File: src/rtl/iomem_xbar.sv
// iomem_xbar: address-decoding router from the iomem bus to N_SLAVES slaves, with timeout and unmapped default response.
// Optional IOMEM_XBAR_ERR_EN adds err / err_addr outputs flagging unmapped and timed-out accesses.
module iomem_xbar #(
  parameter int                             N_SLAVES    = 4,
  parameter int                             MATCH_BITS  = 16,
  parameter logic [N_SLAVES*MATCH_BITS-1:0] SLAVE_BASES = {16'h0303, 16'h0302, 16'h0301, 16'h0300},
  parameter int                             TIMEOUT     = 255,
  parameter logic [31:0]                    ERR_RDATA   = 32'h00000000
) (
  input  logic                  clk,
  input  logic                  rst,
  input  logic                  iomem_valid,
  output logic                  iomem_ready,
  input  logic [31:0]           iomem_addr,
  input  logic [31:0]           iomem_wdata,
  input  logic [3:0]            iomem_wstrb,
  output logic [31:0]           iomem_rdata,
  output logic [N_SLAVES-1:0]   s_valid,
  input  logic [N_SLAVES-1:0]   s_ready,
  input  logic [32*N_SLAVES-1:0] s_rdata,
  output logic [31:0]           s_addr,
  output logic [31:0]           s_wdata,
  output logic [3:0]            s_wstrb
`ifdef IOMEM_XBAR_ERR_EN
  ,
  output logic                  err,
  output logic [31:0]           err_addr
`endif
);

  localparam int IW = (N_SLAVES > 1) ? $clog2(N_SLAVES) : 1;
  localparam int CW = (TIMEOUT > 0) ? $clog2(TIMEOUT + 1) : 1;
  localparam logic [CW-1:0] CNT_LAST = (TIMEOUT > 0) ? CW'(TIMEOUT - 1) : '0;
  localparam logic [CW-1:0] CNT_MAX  = '1;

  typedef enum logic [1:0] {IDLE, BUSY, RESP} state_t;

  state_t              r_state;
  logic [IW-1:0]       r_idx;
  logic [CW-1:0]       r_cnt;
  logic [N_SLAVES-1:0] r_s_valid;
  logic                r_ready;
  logic [31:0]         r_rdata;

  logic [N_SLAVES-1:0] w_hit;
  logic                w_hit_any;
  logic [IW-1:0]       w_hit_idx;
  logic [N_SLAVES-1:0] w_hit_onehot;
  logic                w_sel_ready;
  logic [31:0]         w_sel_rdata;
  logic                w_timeout;

  generate
    for (genvar gi = 0; gi < N_SLAVES; gi++) begin : g_decode
      assign w_hit[gi] = (iomem_addr[31 -: MATCH_BITS] == SLAVE_BASES[gi*MATCH_BITS +: MATCH_BITS]);
    end
  endgenerate

  // Scan downwards so the lowest matching index is the one left standing.
  always_comb begin
    w_hit_any = 1'b0;
    w_hit_idx = '0;
    for (int i = N_SLAVES - 1; i >= 0; i--) begin
      if (w_hit[i]) begin
        w_hit_any = 1'b1;
        w_hit_idx = IW'(i);
      end
    end
  end

  assign w_hit_onehot = N_SLAVES'(1) << w_hit_idx;
  assign w_sel_ready  = s_ready[r_idx];
  assign w_sel_rdata  = s_rdata[r_idx*32 +: 32];
  assign w_timeout    = (TIMEOUT != 0) && (r_cnt == CNT_LAST);

  always_ff @(posedge clk) begin
    if (rst) begin
      r_state   <= IDLE;
      r_idx     <= '0;
      r_cnt     <= '0;
      r_s_valid <= '0;
      r_ready   <= 1'b0;
      r_rdata   <= '0;
    end else begin
      r_ready <= 1'b0;
      case (r_state)
        IDLE: begin
          if (iomem_valid) begin
            if (w_hit_any) begin
              r_idx     <= w_hit_idx;
              r_cnt     <= '0;
              r_s_valid <= w_hit_onehot;
              r_state   <= BUSY;
            end else begin
              r_rdata <= ERR_RDATA;
              r_ready <= 1'b1;
              r_state <= RESP;
            end
          end
        end
        BUSY: begin
          // A slave answer in the expiry cycle still wins over the timeout.
          if (w_sel_ready) begin
            r_rdata   <= w_sel_rdata;
            r_s_valid <= '0;
            r_ready   <= 1'b1;
            r_state   <= RESP;
          end else if (w_timeout) begin
            r_rdata   <= ERR_RDATA;
            r_s_valid <= '0;
            r_ready   <= 1'b1;
            r_state   <= RESP;
          end else if (r_cnt != CNT_MAX) begin
            r_cnt <= r_cnt + 1'b1;
          end
        end
        RESP:    r_state <= IDLE;
        default: r_state <= IDLE;
      endcase
    end
  end

  assign iomem_ready = r_ready;
  assign iomem_rdata = r_rdata;
  assign s_valid     = r_s_valid;
  assign s_addr      = iomem_addr;
  assign s_wdata     = iomem_wdata;
  assign s_wstrb     = iomem_wstrb;

`ifdef IOMEM_XBAR_ERR_EN
  logic        r_err;
  logic [31:0] r_err_addr;
  logic [31:0] r_req_addr;
  logic        w_unmapped;
  logic        w_expired;

  assign w_unmapped = (r_state == IDLE) && iomem_valid && !w_hit_any;
  assign w_expired  = (r_state == BUSY) && !w_sel_ready && w_timeout;

  // The request address is latched so a timeout reports it even if the master misbehaves.
  always_ff @(posedge clk) begin
    if (rst) begin
      r_err      <= 1'b0;
      r_err_addr <= '0;
      r_req_addr <= '0;
    end else begin
      r_err <= 1'b0;
      if ((r_state == IDLE) && iomem_valid && w_hit_any) begin
        r_req_addr <= iomem_addr;
      end
      if (w_unmapped) begin
        r_err      <= 1'b1;
        r_err_addr <= iomem_addr;
      end else if (w_expired) begin
        r_err      <= 1'b1;
        r_err_addr <= r_req_addr;
      end
    end
  end

  assign err      = r_err;
  assign err_addr = r_err_addr;
`endif

endmodule
File: config.mk
export PLATFORM = sky130hd
export DESIGN_NAME = iomem_xbar
export DESIGN_NICKNAME = d
export VERILOG_FILES = /design/src/rtl/iomem_xbar.sv
export SDC_FILE = /design/constraint.sdc
export NUM_CORES = 1
export LEC_CHECK = 0
export CAP_MARGIN = 20
export CORE_AREA = 3 3 119 121
export CTS_CLUSTER_SIZE = 20
export DETAILED_ROUTE_END_ITERATION = 10
export DIE_AREA = 0 0 122 124
export PLACE_DENSITY = 0.66
export SETUP_SLACK_MARGIN = 0.5
export SLEW_MARGIN = 20
export SYNTH_ARGS = -nofsm -noshare
export SYNTH_HDL_FRONTEND = slang
export SYNTH_SLANG_ARGS = --single-unit
File: constraint.sdc
create_clock -name clk -period 3.1 [get_ports clk]
set_clock_uncertainty 0.1 [all_clocks]
set_input_delay 0.775 -clock clk [delete_from_list [all_inputs] [get_ports clk]]
set_output_delay 0.775 -clock clk [all_outputs]
set_load 0.02 [all_outputs]
==> summary.md <==
| Metric | Value |
|---|---|
| First-pass GRT wire length | `15.81 mm` |
| Reg-to-Reg End | `iomem_rdata[4]` |
| Share of the synthesized area in the top cell type | `31.41%` |
| Tmin final | `2.587 ns` |
| Arrival time worst endpoint | `2.71 ns` |
| Maximum clock frequency | `386.6 MHz` |
| Least-Margin Pin Slew | `0.6412 ns` |
| H-tree Lvls | `2` |
| Main synth FF type | `dfxtp_1` |
| CP Data Required Time | `3.23 ns` |
| Worst reg2reg setup slack | `approximately 1.1 ns` |
| Die width | `122 µm` |
| PnR worst setup slack | `just over 0.5 ns` |
| Synth top area cells | `dfxtp_1 (31%), mux4_2 (24%), buf_4 (16%)` |
| Worst-Skew Late Latency | `0.29 ns` |
| Setup_tns | `0 ns` |
| Clock tree sinks | `49` |
| Largest family of logic cells by synthesized area | `multiplexers` |
| Worst Hold Path Cells | `1` |
| Finish-stage setup viols | `0` |
| Number of flops mapped to enable cells by yosys | `0` |
| Synth Warn # | `0` |
| Final Cell Area | `5095 µm²` |
| Placed cell area | `4906 µm²` |
| Static leakage | `~1.8 nW` |
| Net Count, Synth | `488` |
| Period utilization | `83.44%` |
| CTS root buf | `clkbuf_16` |
| Proportion of synthesized area in mux cells | `between 20% and 30%` |
| Routed vias/inst | `4.783` |
| Post-DP HPWL | `8.554 mm` |
| Syn avg cell area | `11.04 µm²` |
| Die ar. | `15130 µm²` |
| Relative slew slack | `between 50% and 60%` |
| Synth Area in Compound Gates | `15.71%` |
| Netlist cell types | `39` |
| Hold-fix buffers, CTS | `0` |
| Max-capacitance violation count | `0` |
| Die Span Y | `124 µm` |
| Pwr dens | `288.3 nW/µm²` |
| HP Class | `reg2reg` |
| Initial antenna violation count | `2` |
| R2R depth | `8` |
| Fin util | `38.63%` |
| Worst-path maximum fanout | `3` |
| Post-Syn Instances | `~280` |
| Worst r2r src | `r_cnt[0]` |
| Core Footprint | `13190 µm²` |
| Final hold slack | `0.3731 ns` |
| Worst setup path startpoint | `iomem_addr[27]` |
| CTS clk-pin slew, worst paths | `approximately 0.070 ns` |
| Inst Count DP | `between 500 and 600` |
| Final Hold Fails | `0` |
| Synth Area in Adders | `0.8013%` |
| Final wirelength | `roughly 11 mm` |
| Status | `finished, final reports clean` |
| Endpoint type of the worst setup path | `register` |
| WL per Instance | `18.23 µm` |
| Port bufs | `around 200` |
| Synth area leader | `dfxtp_1` |
| Crit path capture | `s_valid[0]` |
| Initial core utilization | `23.68%` |
| N_diodes | `0` |
| Share of the yosys chip area belonging to registers | `31.41%` |
| RePlAce Congestion | `0.7679` |
| Iter 0 DRT Violations | `115` |
| Syn-to-layout area delta | `63.14%` |
| Post-Synth XOR/XNOR Area | `0%` |
| Final Max Tran Viols | `0` |
| Fraction of registers with async set/reset | `0%` |
| Final cell count without fillers | `about 600` |
| Top Ports | `between 300 and 400` |
| CTS tree | `yes` |
| Routed vias | `2865` |
| Most frequent cells after synthesis | `buf_4 (68), dfxtp_1 (49), mux4_2 (33)` |
| Vias in the first global route | `between 2k and 3k` |
| Most common cell in the netlist | `buf_4` |
| Post-route ant nets | `0` |
| RSZ-0062 raised after global routing | `yes` |
| CTS Buf Count | `5` |
| Simple-Gate Fraction of Synth Area | `7.813%` |
| DP Worst Slack | `-0.1508 ns` |
| Final total power | `1.469 mW` |
| Total gr overflow | `0` |
| Nets | `627` |
| Post-Synthesis Cell Area | `about 3100 µm²` |
| Critical path class | `in2reg` |
| Share of layout cells above drive strength 1 | `20.33%` |
| # rows | `42` |
| Largest net degree at the start of global routing | `34` |
| DRC | `0` |
| CTS max path bufs | `2` |
| Fill cell count | `between 1k and 1.5k` |
| VDD IR-drop max | `181.3 µV` |
| Type of origin of the critical path | `input port` |
| All-layer global routing usage | `13.30%` |
| DRT Pass-1 Iters | `4` |
| Synth Register Bits | `49` |
worst max-delay path, cell delays in order:
cell and delay (ns):
buf_6 0.09, or4b_4 0.52, or4_4 0.53, or3_4 0.35, or3_4 0.33, a21oi_2 0.11
flip-flops by register name (all words and copies together) (netlist names):
signal / flops
iomem_ready: 1
r_cnt: 8
r_idx: 2
iomem_rdata: 32
s_valid: 4
r_state: 2
cells in the final DEF, fill, tap and decap left out, types with 2 or more instances in the layout:
cell type / count
o21ai_0: 5
or4_4: 3
o32ai_1: 2
buf_2: 6
dfxtp_2: 2
ha_1: 2
or3_4: 2
clkbuf_2: 3
a41oi_1: 3
nand3_1: 6
nor3_1: 4
or3_1: 2
a21oi_2: 2
mux2i_1: 2
dlygate4sd2_1: 4
and3_1: 3
nor2_1: 5
clkinv_2: 2
a22o_1: 32
and2_1: 2
buf_6: 2
clkdlybuf4s50_1: 187
nand2_1: 4
o31ai_1: 3
dfxtp_1: 47
clkbuf_16: 5
mux4_2: 33
buf_4: 14
a21oi_4: 2
nand4_1: 2
a21o_1: 5
inv_1: 7
cells by family (layout without fill, tap and decap cells):
| family | Yosys count | count (layout) |
|---|---|---|
| AOI/OAI and AO/OA | 62 | 62 |
| adders and majority gates | 2 | 2 |
| buffers and inverters | 93 | 233 |
| DFF | 49 | 49 |
| muxes | 36 | 36 |
| and+or+nand+nor | 41 | 41 |
what timing repair did:
item	4_1_cts	5_1_grt
setup buffers	4	0
gates resized for setup	46	15
pin swaps	9	9
cloned	0	0
setup endpoints to repair	63	42
cell type report:
class                   count  area, µm²  share of cell area, %
multi-input cells         141       1617                  31.73
well taps                 176      220.2                  4.322
repair buffers            218       2110                  41.40
inverters                   7      26.28                 0.5157
clock inverters             2      10.01                 0.1965
flip-flops and latches     49      983.4                  19.30
clock buffers               6      128.9                  2.529
worst min path at each step:
stage             start       end  slack (ns)
2_1_floorplan  r_cnt[4]  r_cnt[4]        0.33
3_3_place_gp   r_cnt[4]  r_cnt[4]        0.35
3_5_place_dp   r_cnt[4]  r_cnt[4]        0.35
4_1_cts        r_cnt[4]  r_cnt[4]        0.37
5_1_grt        r_cnt[4]  r_cnt[4]        0.38
6_report       r_cnt[4]  r_cnt[4]        0.37
where the power goes:
part | switching, mW | total (mW) | internal, mW
clock network | 0.235 | 0.532 | 0.297
logic | 0.0845 | 0.304 | 0.219
registers | 0.00196 | 0.633 | 0.631
total | 0.322 | 1.47 | 1.15
layer usage:
metal | share of wire (%) | GRT usage (%) | vias up
li1 | - | - | 1293
met5 | 0.20 | 0 | -
met2 | 51 | 24.10 | 153
met1 | 36 | 14.41 | 1378
met3 | 11 | 4.723 | 37
met4 | 2.0 | 4.552 | 4
(Power assumes the default switching activity.)
